$ cat config.mk
export PLATFORM = sky130hd
export DESIGN_NAME = pippo_alu_issue_flat
export DESIGN_NICKNAME = d
export VERILOG_FILES = /design/src/rtl/pippo_alu_issue_if.sv /design/src/rtl/pippo_alu_issue.sv /design/src/flat_wrapper.sv
export SDC_FILE = /design/constraint.sdc
export NUM_CORES = 1
export LEC_CHECK = 0
export ABC_AREA = 1
export BUFFER_PORTS_ARGS = -buffer_cell sky130_fd_sc_hd__buf_4
export CAP_MARGIN = 40
export CORE_ASPECT_RATIO = 0.5
export CORE_MARGIN = 8
export CORE_UTILIZATION = 43
export CTS_CLUSTER_DIAMETER = 200
export DETAILED_ROUTE_END_ITERATION = 8
export GPL_TIMING_DRIVEN = 0
export PLACE_DENSITY_LB_ADDON = 0.3
export REMOVE_ABC_BUFFERS = 1
export SLEW_MARGIN = 30
export SYNTH_ARGS = -nofsm -noshare
export SYNTH_HDL_FRONTEND = slang
export SYNTH_SLANG_ARGS = --single-unit
$ cat constraint.sdc
create_clock -name clk -period 16.3 [get_ports clk]
set_clock_uncertainty 0.05 [all_clocks]
set_input_delay 1.63 -clock clk [delete_from_list [all_inputs] [get_ports clk]]
set_output_delay 1.63 -clock clk [all_outputs]
set_load 0.02 [all_outputs]
$ cat src/rtl/pippo_alu_issue_if.sv
// Decode -> issue -> ALU -> writeback signal bundle for pippo_alu_issue.
// slave is the issue unit side, master the decode/ALU/writeback side.
`ifndef OPERAND_WIDTH
`define OPERAND_WIDTH 64
`endif
`ifndef ALUUOPS_WIDTH
`define ALUUOPS_WIDTH 8
`endif

interface pippo_alu_issue_if #(
  parameter int width  = `OPERAND_WIDTH,
  parameter int uops_w = `ALUUOPS_WIDTH
);
  logic              id_valid;
  logic              id_ready;
  logic [uops_w-1:0] id_uops;
  logic [width-1:0]  id_opa;
  logic [width-1:0]  id_opb;
  logic [4:0]        id_rs1;
  logic [4:0]        id_rs2;
  logic              id_use_rs1;
  logic              id_use_rs2;
  logic [4:0]        id_rd;
  logic              flush;
  logic [uops_w-1:0] alu_uops;
  logic [width-1:0]  bus_a;
  logic [width-1:0]  bus_b;
  logic [width-1:0]  alu_result;
  logic              wb_valid;
  logic              wb_ready;
  logic [width-1:0]  wb_result;
  logic [4:0]        wb_rd;
  logic              busy;

  modport master (
    output id_valid, id_uops, id_opa, id_opb, id_rs1, id_rs2,
           id_use_rs1, id_use_rs2, id_rd, flush, alu_result, wb_ready,
    input  id_ready, alu_uops, bus_a, bus_b, wb_valid, wb_result, wb_rd, busy
  );

  modport slave (
    input  id_valid, id_uops, id_opa, id_opb, id_rs1, id_rs2,
           id_use_rs1, id_use_rs2, id_rd, flush, alu_result, wb_ready,
    output id_ready, alu_uops, bus_a, bus_b, wb_valid, wb_result, wb_rd, busy
  );
endinterface

$ cat src/rtl/pippo_alu_issue.sv
// 2-entry ALU issue queue feeding a combinational ALU with a registered writeback stage.
// Define PIPPO_ALU_FWD_EN to forward the last issued result onto bus_a/bus_b.
`ifndef OPERAND_WIDTH
`define OPERAND_WIDTH 64
`endif
`ifndef ALUUOPS_WIDTH
`define ALUUOPS_WIDTH 8
`endif

module pippo_alu_issue #(
  parameter int width  = `OPERAND_WIDTH,
  parameter int uops_w = `ALUUOPS_WIDTH
) (
  input  logic             clk,
  input  logic             rst,
  pippo_alu_issue_if.slave io
);

  typedef struct packed {
    logic [uops_w-1:0] uops;
    logic [width-1:0]  opa;
    logic [width-1:0]  opb;
`ifdef PIPPO_ALU_FWD_EN
    logic [4:0]        rs1;
    logic [4:0]        rs2;
    logic              use_rs1;
    logic              use_rs2;
`endif
    logic [4:0]        rd;
  } entry_t;

  entry_t            fifo_q [2];
  entry_t            head;
  entry_t            id_ent;
  logic [1:0]        count_q, count_d;
  logic              wptr_q, rptr_q;
  logic              push, issue;
  logic              wb_valid_q;
  logic [width-1:0]  wb_result_q;
  logic [4:0]        wb_rd_q;
  logic [width-1:0]  hold_a_q, hold_b_q;
  logic [width-1:0]  bus_a_d, bus_b_d;
  logic [uops_w-1:0] alu_uops_d;

  assign head  = fifo_q[rptr_q];
  assign push  = io.id_valid && io.id_ready;
  assign issue = (count_q != 2'd0) && (!wb_valid_q || io.wb_ready);

  always_comb begin
    id_ent         = '0;
    id_ent.uops    = io.id_uops;
    id_ent.opa     = io.id_opa;
    id_ent.opb     = io.id_opb;
    id_ent.rd      = io.id_rd;
`ifdef PIPPO_ALU_FWD_EN
    id_ent.rs1     = io.id_rs1;
    id_ent.rs2     = io.id_rs2;
    id_ent.use_rs1 = io.id_use_rs1;
    id_ent.use_rs2 = io.id_use_rs2;
`endif
  end

  always_comb begin
    count_d = count_q;
    case ({push, issue})
      2'b10:   count_d = count_q + 2'd1;
      2'b01:   count_d = count_q - 2'd1;
      default: count_d = count_q;
    endcase
  end

`ifdef PIPPO_ALU_FWD_EN
  logic             fwd_vld_q;
  logic [4:0]       fwd_rd_q;
  logic [width-1:0] fwd_data_q;

  // fwd_data mirrors the result just captured at issue; x0 never forwards.
  always_ff @(posedge clk or posedge rst) begin
    if (rst) begin
      fwd_vld_q  <= 1'b0;
      fwd_rd_q   <= '0;
      fwd_data_q <= '0;
    end else if (io.flush) begin
      fwd_vld_q  <= 1'b0;
    end else if (issue) begin
      fwd_vld_q  <= 1'b1;
      fwd_rd_q   <= head.rd;
      fwd_data_q <= io.alu_result;
    end
  end
`else
  logic unused_fwd_inputs;
  assign unused_fwd_inputs = ^{io.id_rs1, io.id_rs2, io.id_use_rs1, io.id_use_rs2};
`endif

  // Empty queue: uops idle at 0, operand buses park on the last head values.
  always_comb begin
    alu_uops_d = '0;
    bus_a_d    = hold_a_q;
    bus_b_d    = hold_b_q;
    if (count_q != 2'd0) begin
      alu_uops_d = head.uops;
      bus_a_d    = head.opa;
      bus_b_d    = head.opb;
`ifdef PIPPO_ALU_FWD_EN
      if (head.use_rs1 && fwd_vld_q && (head.rs1 == fwd_rd_q) && (head.rs1 != 5'd0))
        bus_a_d = fwd_data_q;
      if (head.use_rs2 && fwd_vld_q && (head.rs2 == fwd_rd_q) && (head.rs2 != 5'd0))
        bus_b_d = fwd_data_q;
`endif
    end
  end

  always_ff @(posedge clk or posedge rst) begin
    if (rst) begin
      count_q <= 2'd0;
      wptr_q  <= 1'b0;
      rptr_q  <= 1'b0;
    end else if (io.flush) begin
      count_q <= 2'd0;
      wptr_q  <= 1'b0;
      rptr_q  <= 1'b0;
    end else begin
      count_q <= count_d;
      if (push)  wptr_q <= ~wptr_q;
      if (issue) rptr_q <= ~rptr_q;
    end
  end

  // Payload storage needs no reset; count_q qualifies every read.
  always_ff @(posedge clk) begin
    if (push && !io.flush && !rst)
      fifo_q[wptr_q] <= id_ent;
  end

  always_ff @(posedge clk or posedge rst) begin
    if (rst) begin
      hold_a_q <= '0;
      hold_b_q <= '0;
    end else if (count_q != 2'd0) begin
      hold_a_q <= bus_a_d;
      hold_b_q <= bus_b_d;
    end
  end

  always_ff @(posedge clk or posedge rst) begin
    if (rst) begin
      wb_valid_q  <= 1'b0;
      wb_result_q <= '0;
      wb_rd_q     <= '0;
    end else if (io.flush) begin
      wb_valid_q  <= 1'b0;
    end else if (issue) begin
      wb_valid_q  <= 1'b1;
      wb_result_q <= io.alu_result;
      wb_rd_q     <= head.rd;
    end else if (io.wb_ready) begin
      wb_valid_q  <= 1'b0;
    end
  end

  assign io.id_ready  = (count_q != 2'd2);
  assign io.alu_uops  = alu_uops_d;
  assign io.bus_a     = bus_a_d;
  assign io.bus_b     = bus_b_d;
  assign io.wb_valid  = wb_valid_q;
  assign io.wb_result = wb_result_q;
  assign io.wb_rd     = wb_rd_q;
  assign io.busy      = (count_q != 2'd0) | wb_valid_q;

endmodule

$ cat src/flat_wrapper.sv
// flat-port wrapper written by rule: the top's interface ports become plain ports
module pippo_alu_issue_flat 
#(
  parameter int width  = `OPERAND_WIDTH,
  parameter int uops_w = `ALUUOPS_WIDTH
)
  (clk, rst, io_id_valid, io_id_uops, io_id_opa, io_id_opb, io_id_rs1, io_id_rs2, io_id_use_rs1, io_id_use_rs2, io_id_rd, io_flush, io_alu_result, io_wb_ready, io_id_ready, io_alu_uops, io_bus_a, io_bus_b, io_wb_valid, io_wb_result, io_wb_rd, io_busy);
  pippo_alu_issue_if #(.width(width), .uops_w(uops_w)) io_i ();
  input  logic clk;
  input  logic rst;
  input wire logic [$bits(io_i.id_valid)-1:0] io_id_valid;
  input wire logic [$bits(io_i.id_uops)-1:0] io_id_uops;
  input wire logic [$bits(io_i.id_opa)-1:0] io_id_opa;
  input wire logic [$bits(io_i.id_opb)-1:0] io_id_opb;
  input wire logic [$bits(io_i.id_rs1)-1:0] io_id_rs1;
  input wire logic [$bits(io_i.id_rs2)-1:0] io_id_rs2;
  input wire logic [$bits(io_i.id_use_rs1)-1:0] io_id_use_rs1;
  input wire logic [$bits(io_i.id_use_rs2)-1:0] io_id_use_rs2;
  input wire logic [$bits(io_i.id_rd)-1:0] io_id_rd;
  input wire logic [$bits(io_i.flush)-1:0] io_flush;
  input wire logic [$bits(io_i.alu_result)-1:0] io_alu_result;
  input wire logic [$bits(io_i.wb_ready)-1:0] io_wb_ready;
  output wire logic [$bits(io_i.id_ready)-1:0] io_id_ready;
  output wire logic [$bits(io_i.alu_uops)-1:0] io_alu_uops;
  output wire logic [$bits(io_i.bus_a)-1:0] io_bus_a;
  output wire logic [$bits(io_i.bus_b)-1:0] io_bus_b;
  output wire logic [$bits(io_i.wb_valid)-1:0] io_wb_valid;
  output wire logic [$bits(io_i.wb_result)-1:0] io_wb_result;
  output wire logic [$bits(io_i.wb_rd)-1:0] io_wb_rd;
  output wire logic [$bits(io_i.busy)-1:0] io_busy;
  assign io_i.id_valid = io_id_valid;
  assign io_i.id_uops = io_id_uops;
  assign io_i.id_opa = io_id_opa;
  assign io_i.id_opb = io_id_opb;
  assign io_i.id_rs1 = io_id_rs1;
  assign io_i.id_rs2 = io_id_rs2;
  assign io_i.id_use_rs1 = io_id_use_rs1;
  assign io_i.id_use_rs2 = io_id_use_rs2;
  assign io_i.id_rd = io_id_rd;
  assign io_i.flush = io_flush;
  assign io_i.alu_result = io_alu_result;
  assign io_i.wb_ready = io_wb_ready;
  assign io_id_ready = io_i.id_ready;
  assign io_alu_uops = io_i.alu_uops;
  assign io_bus_a = io_i.bus_a;
  assign io_bus_b = io_i.bus_b;
  assign io_wb_valid = io_i.wb_valid;
  assign io_wb_result = io_i.wb_result;
  assign io_wb_rd = io_i.wb_rd;
  assign io_busy = io_i.busy;
  pippo_alu_issue #(.width(width), .uops_w(uops_w)) u_core (.clk(clk), .rst(rst), .io(io_i));
endmodule
Word-level counts from Yosys, hierarchy flattened
Memories as Yosys holds them, arrays and structs flattened.
Cells that the tools add are included.
Cells by class
  add/subtract/negate cells: 2
  eq/ne operators: 3
  mux-type cells: 14
  bitwise logic cells: 4
  reduce and logical (&&, ||, !) cells: 14
Operators with widths (number)
  64-bit 2-to-1 mux: 2
  1-bit 2-to-1 mux: 9
  8-bit 2-to-1 mux: 1
  2-bit nonzero test: 3
  3-bit nonzero test: 2
  1-bit logical AND: 4
  2-bit case mux with 2 select lines: 1
  1-bit zero test: 3
  1-bit inverter: 3
  2-bit by 1-bit adder with 2-bit output, second input constant: 1
  2-bit by 1-bit equality test with 1-bit output, second input constant: 1
  2-bit equality test, second input constant: 1
  2-bit 2-to-1 mux: 1
  2-bit != test, second input constant: 1
  2-bit AND reduction: 1
  2-bit by 1-bit subtractor with 2-bit output, second input constant: 1
  1-bit logical OR: 1
  1-bit OR: 1
Word-level totals
  register bits after elaboration: 202
  bits in writable memories: 282
  input bits: 222
  word-level logic and storage cells: 46
  memories: 1
Memories
  u_core.fifo_q: depth 2, width 141, read ports 1, clocked after memory_dff 0, wr ports 1, RTL line pippo_alu_issue.sv:32  | entry_t fifo_q [2];

Logic depth before layout (Yosys ltp)
  word-level depth: 6
  depth in mapped cells: 8
  gate-level depth less buffers: 8

Worst setup path before layout
Ideal clock, no wire load.
  kind: input to register
  from: input rst
  to: memory u_core.fifo_q[1][0] (netlist name), enable pin
  setup time: 1003 ps
  arrival time: 15286 ps
  required time: 15247 ps
  slack: -39 ps
  stages on the path: 1
  buffers on the path: 0
  cells stage by stage: nor4_1
On the way
  cells in the longest elaborated chain, start to end: 4
RTL lines
  start: declaration: RTL line flat_wrapper.sv:10  | input logic rst;
  1-bit zero test (no source line)
  1-bit logical AND: RTL line pippo_alu_issue.sv:132  | if (push && !io.flush && !rst)
  1-bit 2-to-1 mux: RTL line pippo_alu_issue.sv:132
  1-bit 2-to-1 mux (not written as such): RTL line pippo_alu_issue.sv:133  | fifo_q[wptr_q] <= id_ent;
  end: declaration: RTL line pippo_alu_issue.sv:32
Every way passes these cells.

Final worst setup path
  from: register u_core.rptr_q
  to: output io_bus_a[35]
On the way
  cells in the longest elaborated chain, start to end: 2
RTL lines
  start: declaration: RTL line pippo_alu_issue.sv:36  | logic wptr_q, rptr_q;
  start signal: assignment: RTL line pippo_alu_issue.sv:126  | if (issue) rptr_q <= ~rptr_q;
  memory read 2 x 141 bit
  64-bit 2-to-1 mux: RTL line pippo_alu_issue.sv:101  | if (count_q != 2'd0) begin
  end: declaration: RTL line flat_wrapper.sv:25  | output wire logic [$bits(io_i.bus_a)-1:0] io_bus_a;
Every way passes these cells.

==> impl_metrics.yaml <==
sta:
  worst-slew-pin-transition_ps: 644
  post-route-period-util_pct: 30.0
  fin_crit_ps: 4890
  setup_violations: 0
  hold_viol: 0
  fmax_ghz: 0.204
  grt_setup_unrepaired: "no"
  finalSetupTns_ps: 0
  slew_viol_final: 0
  slew_headroom_pct: 57.1
cts:
  cts_root_buf: "clkbuf_16"
  tritoncts: "yes"
  clk_pin_slew_ps: 70
  cts_setup_buffers: 0
  clock_latency_ps: 540
  h-tree-depth: 2
  cts_made_buffers: 44
  holdBufCountCts: 0
  cts.sinks: 484
  cts_resized: 0
  cts_max_path_buffers: 3
final_layout:
  instances_no_fill: 2505
  area_delta_synth_final_pct: 31.8
  final_common_cell: "buf_4"
  drive_above_1_share_pct: 27.8
  layout_common_cells: "buf_4, a21oi_1, nand2_1, edfxtp_1, dfrtp_1"
  num-nets-final: 2146
route:
  wl_per_cell_um: 19.4
  vias: 12700
  drc: 0
  ant_nets: 0
  via_per_inst: 5.07
  drt_iter0_markers: 1004
  drtPass1Iterations: 5
  drt_wl_total_mm: 48.6
floorplanning:
  die_x_um: 305
  initial_core_util_pct: 44.0
  die_area_um2: 48800
  coreArea_um2: 40700
  ioPinCount: 430
  die_h_um: 160
  core.rowCount: 52
yosys:
  netlist_area_um2: 17900
  ys_seq_area_share_pct: 75.5
  avgSynthCellArea_um2: 12.1
  synth_top_area_share_pct: 47.3
  ys_ff_latch: 484
  synth.distinct_cells: 17
  synth_top_cell_by_area: "edfxtp_1"
  synth_area_leaders: "edfxtp_1, dfrtp_1, a21oi_1, nand2_1, nor2_1"
  syn-instance-count: 1479
  yosysWarningCount: 0
grt:
  grt.overflow.total: 0
  antenna_found_initial: 8
  grtUsageTotal_pct: 19.1
  grt_pass1_wl_mm: 74.4
  grt_max_degree: 94
  first_global_vias: 13000
power_and_ir_drop:
  vdd_drop_max_v: 0.000102
  power_w: 0.00508
  pwr_density_cell_nw_per_um2: 215
  p_leak_nw: 10.1
setup_path:
  timing.rr.start: "u_core.count_q[0]"
  crit_fanout: 93
  start_kind: "flip-flop"
  criticalPathCategory: "flip-flop to primary output"
  ff2ff_path_depth: 14
  arrival_ps: 3210
  end_kind: "primary output"
  worstPathRequired_ps: 14620
  crit_start: "u_core.rptr_q"
placed_design:
  io_buffers: 417
  place_hpwl_mm: 33.1
  gp_congestion: 0.770
  post-place-cells: 2418
worst_hold_path:
  hold_start: "u_core.io.wb_result[45]"
  hold_path_depth: 2
  hp-class: "flip-flop to flip-flop"
flow_run:
  max-cap-violations: 0
outcome:
  status: "completed"
## metal layers
metal / routed length (µm) / global-route usage (%)
met1: 18800 / 21.9
met2: 26200 / 35.0
met3: 2040 / 3.46
met4: 1640 / 7.80
met5: 0 / 0
## cells by family after synthesis
family / after synthesis / share of synthesized area [%]
AND/OR/NAND/NOR: 509 / 10.7
AO/OA/AOI/OAI: 402 / 11.3
buffers and inverters: 84 / 2.46
flip-flops: 484 / 75.5
## critical path: stages, from the launching register on
cell,delay (ps)
dfrtp_4,560
buf_12,210
buf_16,230
buf_16,240
inv_8,310
buf_16,400
nand2_1,120
a21oi_1,250
buf_4,190
## cell usage after synthesis, drive strengths merged
master	instances
a21oi	396
nand2	361
edfxtp	282
dfrtp	202
nor2	143
buf	62
clkbuf	12
inv	10
o31ai	5
nand3	3
nand4	1
nor4	1
o21ai	1
## area by class of cell
class | instances | area, µm²
Fill cell | 3281 | 17100
Sequential cell | 484 | 13500
Multi-Input combinational cell | 911 | 3980
Timing Repair Buffer | 473 | 3960
Clock buffer | 67 | 1300
Tap cell | 540 | 676
Clock inverter | 12 | 81.3
Inverter | 10 | 55.1
Antenna cell | 8 | 20.0
## power breakdown
part / internal (W) / switching (W)
combinational: 0.000878 / 0.00152
clock: 0.000564 / 0.000434
sequential: 0.00158 / 0.000102
## worst paths after layout
check | end | slack (ps)
max in group asynchronous | u_core.hold_b_q[13] | 13880
worst min register to register | u_core.io.wb_result[45] | 430
min in group asynchronous | u_core.hold_a_q[1] | 1040
worst max-delay path | io_bus_a[35] | 11410
worst max register to register | u_core.fifo_q[1][131] | 12770
worst min-delay path | u_core.io.wb_result[45] | 430
## registers in the layout (all words and copies together), names as in the netlist
name	flops
u_core.io.wb_result	64
u_core.rptr_q	1
u_core.fifo_q	282
u_core.wptr_q	1
u_core.hold_a_q	64
u_core.io.wb_valid	1
u_core.io.wb_rd	5
u_core.hold_b_q	64
u_core.count_q	2
## through the flow
step	instance area (µm²)	utilization (%)	hold slack, ps	setup slack, ps
after floorplan	17500	-	429	-38.6
after global placement	21300	52.3	415	-9850
after detailed placement	22200	54.5	416	11760
after CTS	23600	57.9	432	11400
after global routing	23600	57.9	454	11250
final	23600	57.9	430	11410
Power figures use the tool's default switching activity.
